<file path="src/rtl/rr_mux_arbiter_if.sv">
// Request/grant/data bundle between four requesters and the round-robin mux arbiter.
interface rr_mux_arbiter_if #(
  parameter int DATA_W = 1
);
  logic [3:0]          req;
  logic [4*DATA_W-1:0] din;
  logic [3:0]          gnt;
  logic [1:0]          sel;
  logic [DATA_W-1:0]   dout;
  logic                dout_valid;
  logic                busy;

  modport master (
    output req, din,
    input  gnt, sel, dout, dout_valid, busy
  );

  modport slave (
    input  req, din,
    output gnt, sel, dout, dout_valid, busy
  );
endinterface

</file>
<file path="src/rtl/rr_mux_arbiter.sv">
// Round-robin arbiter owning the select of a shared 4:1 mux; forwards the granted slice.
// Optional macro FIXED_PRIO_EN: search always starts at requester 0 (fixed priority 0>1>2>3).
module rr_mux_arbiter #(
  parameter int DATA_W   = 1,
  parameter int MAX_HOLD = 4
) (
  input  logic             clk,
  input  logic             rst,
  rr_mux_arbiter_if.slave  bus
);

  typedef enum logic {IDLE, OWN} state_t;

  localparam logic [7:0] HOLD_MAX = 8'(MAX_HOLD);

  state_t      state_q, state_d;
  logic [1:0]  ptr_q, ptr_d;
  logic [1:0]  sel_q, sel_d;
  logic [3:0]  gnt_q, gnt_d;
  logic [7:0]  hold_q, hold_d;
  logic [1:0]  base;
  logic [2:0]  cand;
  logic        search;
  logic        release_w;

  // Returns {found, index} of the first asserted request at or after base, wrapping mod 4.
  function automatic logic [2:0] find_cand(input logic [3:0] r, input logic [1:0] b);
    logic [2:0] res;
    logic [1:0] idx;
    res = 3'b000;
    for (int k = 3; k >= 0; k--) begin
      idx = b + 2'(k);
      if (r[idx]) res = {1'b1, idx};
    end
    return res;
  endfunction

  always_ff @(posedge clk) begin
    if (rst) begin
      state_q <= IDLE;
      ptr_q   <= 2'd0;
      sel_q   <= 2'd0;
      gnt_q   <= 4'b0000;
      hold_q  <= 8'd0;
    end else begin
      state_q <= state_d;
      ptr_q   <= ptr_d;
      sel_q   <= sel_d;
      gnt_q   <= gnt_d;
      hold_q  <= hold_d;
    end
  end

  assign release_w = !bus.req[sel_q] || (hold_q == HOLD_MAX);

  always_comb begin
    state_d = state_q;
    ptr_d   = ptr_q;
    sel_d   = sel_q;
    gnt_d   = gnt_q;
    hold_d  = hold_q;
    base    = ptr_q;
    search  = 1'b0;
    case (state_q)
      IDLE: search = 1'b1;
      OWN: begin
        // Releasing requester moves to the back of the rotation before the same-edge search.
        if (release_w) begin
          search = 1'b1;
          ptr_d  = sel_q + 2'd1;
          base   = sel_q + 2'd1;
        end else begin
          hold_d = hold_q + 8'd1;
        end
      end
      default: search = 1'b1;
    endcase
`ifdef FIXED_PRIO_EN
    base  = 2'd0;
    ptr_d = 2'd0;
`else
`endif
    cand = find_cand(bus.req, base);
    if (search) begin
      if (cand[2]) begin
        state_d = OWN;
        sel_d   = cand[1:0];
        gnt_d   = 4'b0001 << cand[1:0];
        hold_d  = 8'd1;
      end else begin
        state_d = IDLE;
        gnt_d   = 4'b0000;
        hold_d  = 8'd0;
      end
    end
  end

  always_comb begin
    bus.gnt        = gnt_q;
    bus.sel        = sel_q;
    bus.dout_valid = (state_q == OWN);
    bus.busy       = (state_q == OWN);
    bus.dout       = '0;
    if (state_q == OWN) bus.dout = bus.din[sel_q*DATA_W +: DATA_W];
  end

endmodule
</file>
<file path="src/flat_wrapper.sv">
// flat-port wrapper written by rule: the top's interface ports become plain ports
module rr_mux_arbiter_flat 
#(
  parameter int DATA_W   = 1,
  parameter int MAX_HOLD = 4
)
  (clk, rst, bus_req, bus_din, bus_gnt, bus_sel, bus_dout, bus_dout_valid, bus_busy);
  rr_mux_arbiter_if #(.DATA_W(DATA_W)) bus_i ();
  input  logic clk;
  input  logic rst;
  input wire logic [$bits(bus_i.req)-1:0] bus_req;
  input wire logic [$bits(bus_i.din)-1:0] bus_din;
  output wire logic [$bits(bus_i.gnt)-1:0] bus_gnt;
  output wire logic [$bits(bus_i.sel)-1:0] bus_sel;
  output wire logic [$bits(bus_i.dout)-1:0] bus_dout;
  output wire logic [$bits(bus_i.dout_valid)-1:0] bus_dout_valid;
  output wire logic [$bits(bus_i.busy)-1:0] bus_busy;
  assign bus_i.req = bus_req;
  assign bus_i.din = bus_din;
  assign bus_gnt = bus_i.gnt;
  assign bus_sel = bus_i.sel;
  assign bus_dout = bus_i.dout;
  assign bus_dout_valid = bus_i.dout_valid;
  assign bus_busy = bus_i.busy;
  rr_mux_arbiter #(.DATA_W(DATA_W), .MAX_HOLD(MAX_HOLD)) u_core (.clk(clk), .rst(rst), .bus(bus_i));
endmodule
</file>
<file path="config.mk">
export PLATFORM = sky130hd
export DESIGN_NAME = rr_mux_arbiter_flat
export DESIGN_NICKNAME = d
export VERILOG_FILES = /design/src/rtl/rr_mux_arbiter_if.sv /design/src/rtl/rr_mux_arbiter.sv /design/src/flat_wrapper.sv
export SDC_FILE = /design/constraint.sdc
export NUM_CORES = 1
export LEC_CHECK = 0
export CELL_PAD_IN_SITES_DETAIL_PLACEMENT = 0
export CELL_PAD_IN_SITES_GLOBAL_PLACEMENT = 1
export CORE_ASPECT_RATIO = 0.9
export CORE_MARGIN = 8
export CORE_UTILIZATION = 37
export DETAILED_ROUTE_END_ITERATION = 10
export MAX_ROUTING_LAYER = met4
export PLACE_DENSITY_LB_ADDON = 0.15
export RECOVER_POWER = 50
export SETUP_SLACK_MARGIN = 0.05
export SYNTH_ARGS = -nofsm -noshare
export SYNTH_HDL_FRONTEND = slang
export SYNTH_SLANG_ARGS = --single-unit
</file>
<file path="constraint.sdc">
create_clock -name clk -period 2.76 [get_ports clk]
set_input_delay 0.552 -clock clk [delete_from_list [all_inputs] [get_ports clk]]
set_output_delay 0.552 -clock clk [all_outputs]
set_load 0.005 [all_outputs]
</file>
## Yosys cells after proc, flatten, opt, wreduce, memory -nomap -nowiden

Index checks and enable logic that the tools add are counted.

- Shift-type cells: 2
- $lt $le $gt $ge: 5
- Eq/ne operators: 2
- Bitwise logic cells: 1
- Div/mod/pow operators: 0
- Multiply operators: 0
- Reduce and logical (&&, ||, !) cells: 5
- Multiplexer cells: 25
- Add/sub/neg operators: 5

Operator list:

| cell | count |
|---|---|
| $mux 8 | 3 |
| $lt 2x3->1 const B | 5 |
| $mux 3 | 4 |
| $bmux 1 s2 | 5 |
| $mux 1 | 9 |
| $add 8x1->8 const B | 1 |
| $eq 8x3->1 const B | 1 |
| $add 2x1->2 const B | 2 |
| $add 2x2->2 const B | 2 |
| $mux 2 | 2 |
| $mux 4 | 1 |
| $reduce_and 2->1 | 2 |
| $shiftx 4x3->1 | 1 |
| $shl 1x2->4 const A | 1 |
| $ne 2x1->1 const B | 1 |
| $pmux 1 s2 | 1 |
| $reduce_bool 2->1 | 1 |
| $logic_not 1->1 | 1 |
| $logic_or 1x1->1 | 1 |
| $not 1->1 | 1 |

- Memory bits (read-only): 0
- Bits in registers: 17
- Logic and storage cells: 50
- Memory bits (writable): 0
- Latch bits: 0
- Memories kept: 0

## Depth between registers and ports, before layout

Gate-level depths: netlist of the first run.

- Word-level depth: 15
- Gate-level depth with buffers: 9
- Depth with buffers taken out: 9

## Least setup slack after synthesis of the first run

No wires, ideal clock.

- Kind: input to register
- From: in bus_req[3]
- To: reg u_core.gnt_q[0] (netlist: u_core.bus.gnt[0])
- Setup time: 0.117 ns
- Buffers on the path: 0
- Arrival: 2.280 ns
- Required time: 2.643 ns
- Stages on the path: 7
- Setup slack: 0.362 ns
- Cell sequence: mux4_2 nand2b_4 a21o_1 and2_4 o211a_1 a211o_1 a32o_1

- Word-level cells in the longest chain between the ends: 15

RTL lines:

| element | line | RTL |
|---|---|---|
| start: declaration | flat_wrapper.sv:11 | `input wire logic [$bits(bus_i.req)-1:0] bus_req;` |
| $bmux 1 s2 | rr_mux_arbiter.sv:54 | `assign release_w = !bus.req[sel_q] \|\| (hold_q == HOLD_MAX);` |
| $mux 1 (implied by the code) | rr_mux_arbiter.sv:54 |  |
| $logic_not 1->1 | rr_mux_arbiter.sv:54 |  |
| $logic_or 1x1->1 | rr_mux_arbiter.sv:54 |  |
| $mux 2 | rr_mux_arbiter.sv:68 | `if (release_w) begin` |
| $mux 2 | rr_mux_arbiter.sv:64 | `case (state_q)` |
| $add 2x2->2 | rr_mux_arbiter.sv:32 | `idx = b + 2'(k);` |
| $bmux 1 s2 | rr_mux_arbiter.sv:33 | `if (r[idx]) res = {1'b1, idx};` |
| $mux 1 (implied by the code) | rr_mux_arbiter.sv:33 |  |
| $mux 3 (4 in series) | rr_mux_arbiter.sv:33 |  |
| $shl 1x2->4 | rr_mux_arbiter.sv:88 | `gnt_d = 4'b0001 << cand[1:0];` |
| $mux 4 | rr_mux_arbiter.sv:85 | `if (cand[2]) begin` |
| end signal: assignment | rr_mux_arbiter.sv:49 | `gnt_q <= gnt_d;` |
| end: declaration | rr_mux_arbiter.sv:19 | `logic [3:0] gnt_q, gnt_d;` |

Several ways; a longest one is shown, not always the timed one. The select of a mux whose other input is x is not followed.
A chain may end at the register's enable or synchronous reset.

## Final worst setup path of the first run

- From: in bus_din[1]
- To: out bus_dout

- Word-level cells in the longest chain between the ends: 2

RTL lines:

| element | line | RTL |
|---|---|---|
| start: declaration | flat_wrapper.sv:12 | `input wire logic [$bits(bus_i.din)-1:0] bus_din;` |
| $shiftx 4x3->1 | rr_mux_arbiter.sv:104 | `if (state_q == OWN) bus.dout = bus.din[sel_q*DATA_W +: DATA_W];` |
| $mux 1 | rr_mux_arbiter.sv:104 |  |
| end: declaration | flat_wrapper.sv:15 | `output wire logic [$bits(bus_i.dout)-1:0] bus_dout;` |

No other way between the ends.

==> results of run 1 <==
## per-layer routing
metal	vias to the layer above	routed length (um)	global-route usage	part of all wire
li1	413	-	-	-
met1	383	967	0.133	0.46
met2	35	889	0.160	0.42
met3	6	183	0.0495	0.087
met4	0	53	0.0384	0.025
met5	-	0	-	0
## power by group
group	total [W]	switching (W)	internal (W)
combinational	0.000163	0.0000696	0.0000931
clock	0.000140	0.0000852	0.0000551
sequential	0.000272	0.0000115	0.000261
total	0.000575	0.000166	0.000409
## worst register-to-register path, delay by kind of cell (launching register included)
kind | cells | cell delay, ns
AO/OA/AOI/OAI | 4 | 1.05
AND/OR/NAND/NOR | 3 | 0.69
flip-flops | 1 | 0.36
adder cells (fa/ha/maj) | 1 | 0.18
buffers and inverters | 1 | 0.08
## through the flow
step | setup WS, ns | setup TNS, ns
2_1_floorplan | 0.362 | 0
6_report | 0.147 | 0
3_3_place_gp | -0.0928 | -0.182
3_5_place_dp | -0.154 | -0.355
4_1_cts | 0.112 | 0
5_1_grt | 0.0721 | 0
## sequential cells by signal, indices dropped and copies added (netlist names)
| signal | flops |
|---|---|
| u_core.hold_q | 8 |
| u_core.bus.gnt | 4 |
| u_core.bus.sel | 2 |
| u_core.ptr_q | 2 |
| u_core.bus.busy | 1 |
## placed cells by master (no fill, tap or decap), types with 2 or more instances in the layout
cell type,count
nand4_1,2
clkdlybuf4s50_1,14
xor2_1,5
mux2i_1,2
or2_2,2
and2_1,2
and3_1,2
o21a_1,2
o21ai_0,2
dlygate4sd3_1,4
nor2_1,13
nand2_1,7
inv_1,5
buf_4,9
a211oi_1,2
ha_1,2
nand3_1,9
o21ai_1,2
xnor2_1,2
dfxtp_1,17
clkbuf_4,3
## layout make-up
type | count | area [um2] | area share
repair buffers | 28 | 251 | 0.208
inverters | 5 | 18.8 | 0.0155
well taps | 28 | 35.0 | 0.0290
clock buffers | 3 | 22.5 | 0.0186
clock inverters | 1 | 7.51 | 0.00621
multi-input cells | 75 | 533 | 0.441
flip-flops and latches | 17 | 340 | 0.282
## cell families after synthesis
logic type / after synthesis / synth area share
AO/OA/AOI/OAI: 18 / 0.154
XOR/XNOR: 7 / 0.0668
adder cells (fa/ha/maj): 2 / 0.0272
buffers and inverters: 9 / 0.0490
flip-flops: 17 / 0.371
multiplexers: 4 / 0.0749
AND/OR/NAND/NOR: 44 / 0.257
## final timing paths
kind	endpoint	slack, ns	from
worst max-delay path	bus_dout	0.15	bus_din[1]
worst min-delay path	u_core.bus.gnt[1]	0.45	u_core.bus.gnt[1]
worst max register to register	u_core.bus.gnt[0]	0.31	u_core.hold_q[0]
worst min register to register	u_core.bus.gnt[1]	0.45	u_core.bus.gnt[1]
==> qor.txt, run 1 <==
CP Launch Type -> input port
Buffers on Ports -> 18
FMAX -> 0.383 GHz
Post-synthesis cell type count -> 38
Via count -> 837
Num Clock Sinks -> 17
Initial Util -> 0.382
Status -> complete, no violations
CP Class -> input port to primary output
Mapped Avg Cell Area -> 9.09 um2
Final Hold Fails -> 0
Post-Syn Area -> 918 um2
Crit path max-delay family -> buffers and inverters
CP max FO -> 1
Cts bufs inserted -> 3
Clk slew on worst S/H paths -> 0.11 ns
First-pass DRT Iterations -> 4
TritonCTS clock tree -> done
Tot Pwr -> 0.000575 W
Root Buffer -> clkbuf_4
Worst-Skew Late Latency -> 0.29 ns
Cells after DPL -> 153
Area Growth Syn to Fin -> 31.6%
FFs w/ async S/R, synth -> 0
Final Skew -> 0.00419 ns
Largest area contributor in the netlist -> dfxtp_1
Initial drt markers -> 36
Final wirelength -> 2090 um
Share of cells above drive strength 1 -> 0.171
Most frequent cells after synthesis -> 17 x dfxtp_1, 13 x nor2_1, 9 x nand3_1, 7 x nand2_1
GPL Wtd Cong -> 0.824
Post-CTS Setup Inserts -> 0
Worst endpoint required time -> 2.21 ns
Most common cell in the netlist -> dfxtp_1
Final setup vio count -> 0
Slew @ Worst Pin -> 0.458 ns
Slowest cell delay on critical path -> 0.51 ns
# diodes -> 0
Largest net degree at the start of global routing -> 12
Syn_nets -> 113
Power Dens Cells -> 476 nW/um2
Worst vdd ir -> 0.298 mV
GRT overflow -> 0
Die boundary width -> 68.5 um
CTS max path bufs -> 2
Final Critical Period -> 2.61 ns
Top cells by area, synth -> dfxtp_1 37%, nor2_1 5.3%, nand3_1 4.9%
Final Util -> 0.503
Final period util -> 0.947
# nets final -> 142
Crit-path cells -> clkdlybuf4s50_1 -> mux4_1 -> and2_1 -> clkdlybuf4s50_1
Htree depth -> 1
Worst hold path cell count -> 2
Hpwl dp -> 1710 um
Post-route cell area -> 1210 um2
Die ar. -> 4330 um2
Top-area cell type share of the netlist area -> 0.371
Fillcell total -> 236
Fin. max-slew vios -> 0
Die Span Y -> 63.3 um
Synthesis-stage register bit count -> 17
Vias in the first global route -> 805
First-pass GRT wire length -> 3660 um
R2R depth -> 9
Initial antenna violation count -> 0
Core ar. -> 2400 um2
Mean routed wirelength per cell -> 13.3 um
Worst Setup End Kind -> primary output
Unrepaired setup endpoints after global routing -> false
Hold_buf cts -> 0
Dpl cell area -> 1180 um2
Top_reg_cell synth -> dfxtp_1
Via density -> 5.33
Global-route usage over all layers -> 0.111
Cells after synthesis -> 101
Slowest-stage cell, CP -> mux4_1
CP Buf/Inv Count -> 2
EDFF count, synth -> 0
CTS resizes -> 0
Cell mode on critical path -> clkdlybuf4s50_1
Register area share after synthesis -> 0.371
CP Data Arrival Time -> 2.06 ns
Max Cap Violations -> 0
I/O pin cnt -> 19
Rows -> 17
Critical path depth -> 4
Yosys Warn Count -> 0
Slew HR -> 0.694
Fin cells -> 157
Static Leakage -> 0.476 nW
DRT antenna net count -> 0
DRC viols -> 0
Hold_ws -> 0.448 ns
Hold crit path type -> register to register
No activity file was read; power rests on OpenSTA's default activity.
==> run 2, diff against run 1 <==
- CTS_CLUSTER_SIZE: unset -> 16
- RECOVER_POWER: 50 -> 25
- SLEW_MARGIN: unset -> 20
==> run 2 against run 1 <==
Total power about the same. Sequential power about the same. Flip-flop and latch count unchanged. Die area unchanged. Global-route usage unchanged. Hold slack unchanged. First-iteration DRC count unchanged. Clock-buffer cell count unchanged. Core utilization unchanged. Maximum frequency unchanged. Final cell count unchanged. Via count increased by 0.24%. Largest cell class unchanged.
==> qor.txt, run 2 (synthesis gave the netlist of run 1 again) <==
Status -> complete, no violations
Unrepaired setup endpoints after global routing -> false
Slew HR -> 0.694
Place WS -> -0.154 ns
Initial antenna violation count -> 0
Die boundary width -> 68.5 um
First-pass DRT Iterations -> 4
Crit-path cells -> clkdlybuf4s50_1 -> mux4_1 -> and2_1 -> clkdlybuf4s50_1
Worst vdd ir -> 0.298 mV
Hold_buf cts -> 0
CP max FO -> 1
Commonest non-fill, non-tap cell in the layout -> dfxtp_1
Largest net degree at the start of global routing -> 12
Share of cells above drive strength 1 -> 0.171
Area Growth Syn to Fin -> 31.6%
Die Span Y -> 63.3 um
GRT overflow -> 0
Post-CTS Setup Inserts -> 0
Net Sw Frac -> 0.289
Final Hold Fails -> 0
Final worst slack -> 0.147 ns
Htree depth -> 1
Final Critical Period -> 2.61 ns
CP Launch Type -> input port
Slew @ Worst Pin -> 0.458 ns
Flip-flop count of the largest register after layout -> 8
Final setup vio count -> 0
CTS max path bufs -> 2
Cts bufs inserted -> 3
Internal power -> 0.000409 W
Fin. max-slew vios -> 0
DRT antenna net count -> 0
Sequential power share -> 0.473
Power Dens Cells -> 476 nW/um2
Via count -> 839
Vias in the first global route -> 805
Static Leakage -> 0.473 nW
Final Util -> 0.503
Mean routed wirelength per cell -> 13.4 um
Die ar. -> 4330 um2
Worst Setup End Kind -> primary output
Worst endpoint required time -> 2.21 ns
# diodes -> 0
GPL Wtd Cong -> 0.824
Global-route usage over all layers -> 0.111
Final period util -> 0.947
Cell mode on critical path -> clkdlybuf4s50_1
Num Clock Sinks -> 17
FMAX -> 0.383 GHz
FF/Latch Area -> 340 um2
Worst-Skew Late Latency -> 0.29 ns
Clock power frac -> 0.244
Clk slew on worst S/H paths -> 0.11 ns
First-pass GRT wire length -> 3660 um
Via density -> 5.34
Final wirelength -> 2100 um
CP Buf/Inv Count -> 2
Fraction of power consumed by combinational cells -> 0.283
Most frequent cells in the layout -> 17 x dfxtp_1, 15 x clkdlybuf4s50_1, 13 x nor2_1
Slowest cell delay on critical path -> 0.51 ns
Hold crit path type -> register to register
Initial drt markers -> 36
TritonCTS clock tree -> done
# nets final -> 142
I/O pin cnt -> 19
Final Skew -> 0.00419 ns
CP Class -> input port to primary output
Core ar. -> 2400 um2
Root Buffer -> clkbuf_4
DRC viols -> 0
Rows -> 17
CP Data Arrival Time -> 2.06 ns
Multi-input gate area -> 533 um2
Fillcell total -> 236
Hpwl dp -> 1710 um
Slowest-stage cell, CP -> mux4_1
Net Switching -> 0.000166 W
Buffers on Ports -> 18
CTS resizes -> 0
Crit path max-delay family -> buffers and inverters
Max Cap Violations -> 0
Initial Util -> 0.382
Most flops, register -> u_core.hold_q
## run 2: changes by cell type in the layout (fill, tap and decap cells not counted)
cell	previous run	this run
clkdlybuf4s50_1	14	15
dlygate4sd3_1	4	3
## run 2: cell type report
class	count	share of cell area
clock buffers	3	0.0186
clock inverters	1	0.00621
inverters	5	0.0155
multi-input cells	75	0.441
flip-flops and latches	17	0.282
well taps	28	0.0290
repair buffers	28	0.208
## run 2: tightest hold or removal path, delay by kind of cell (launching register included)
| family | cells | cell delay, ns |
|---|---|---|
| AOI/OAI and AO/OA | 1 | 0.05 |
| DFF | 1 | 0.32 |
| and+or+nand+nor | 1 | 0.04 |
## run 2: worst paths after layout
check	start	to	slack (ns)	depth (start not counted)
max	bus_din[1]	bus_dout	0.15	4
min	u_core.bus.gnt[1]	u_core.bus.gnt[1]	0.45	2
max reg2reg	u_core.hold_q[0]	u_core.bus.gnt[0]	0.31	9
min reg2reg	u_core.bus.gnt[1]	u_core.bus.gnt[1]	0.45	2
## run 2: power groups by stage
| stage | registers (W) | logic, W | clock network, W |
|---|---|---|---|
| 2_1_floorplan | 0.000279 | 0.0000881 | 0 |
| 4_1_cts | 0.000273 | 0.000169 | 0.000152 |
| 3_5_place_dp | 0.000279 | 0.000167 | 0 |
| 6_report | 0.000272 | 0.000163 | 0.000140 |
| 5_1_grt | 0.000275 | 0.000181 | 0.000162 |
| 3_3_place_gp | 0.000278 | 0.000165 | 0 |
## run 2: stage by stage
stage / power, W / hold WS (ns) / TNS, ns / cell area, um2 / instances
floorplan: 0.000367 / 0.442 / 0 / 918 / 101
global placement: 0.000444 / 0.443 / -0.182 / 1180 / 153
detailed placement: 0.000446 / 0.441 / -0.355 / 1180 / 153
CTS: 0.000593 / 0.455 / 0 / 1210 / 157
global route: 0.000618 / 0.479 / 0 / 1210 / 157
finish: 0.000576 / 0.448 / 0 / 1210 / 157
## run 2: per-layer routing
| layer | GRT usage | vias to the layer above | part of all wire |
|---|---|---|---|
| met4 | 0.0384 | 0 | 0.025 |
| met2 | 0.160 | 35 | 0.42 |
| met5 | - | - | 0 |
| met3 | 0.0495 | 6 | 0.087 |
| met1 | 0.133 | 385 | 0.46 |
| li1 | - | 413 | - |
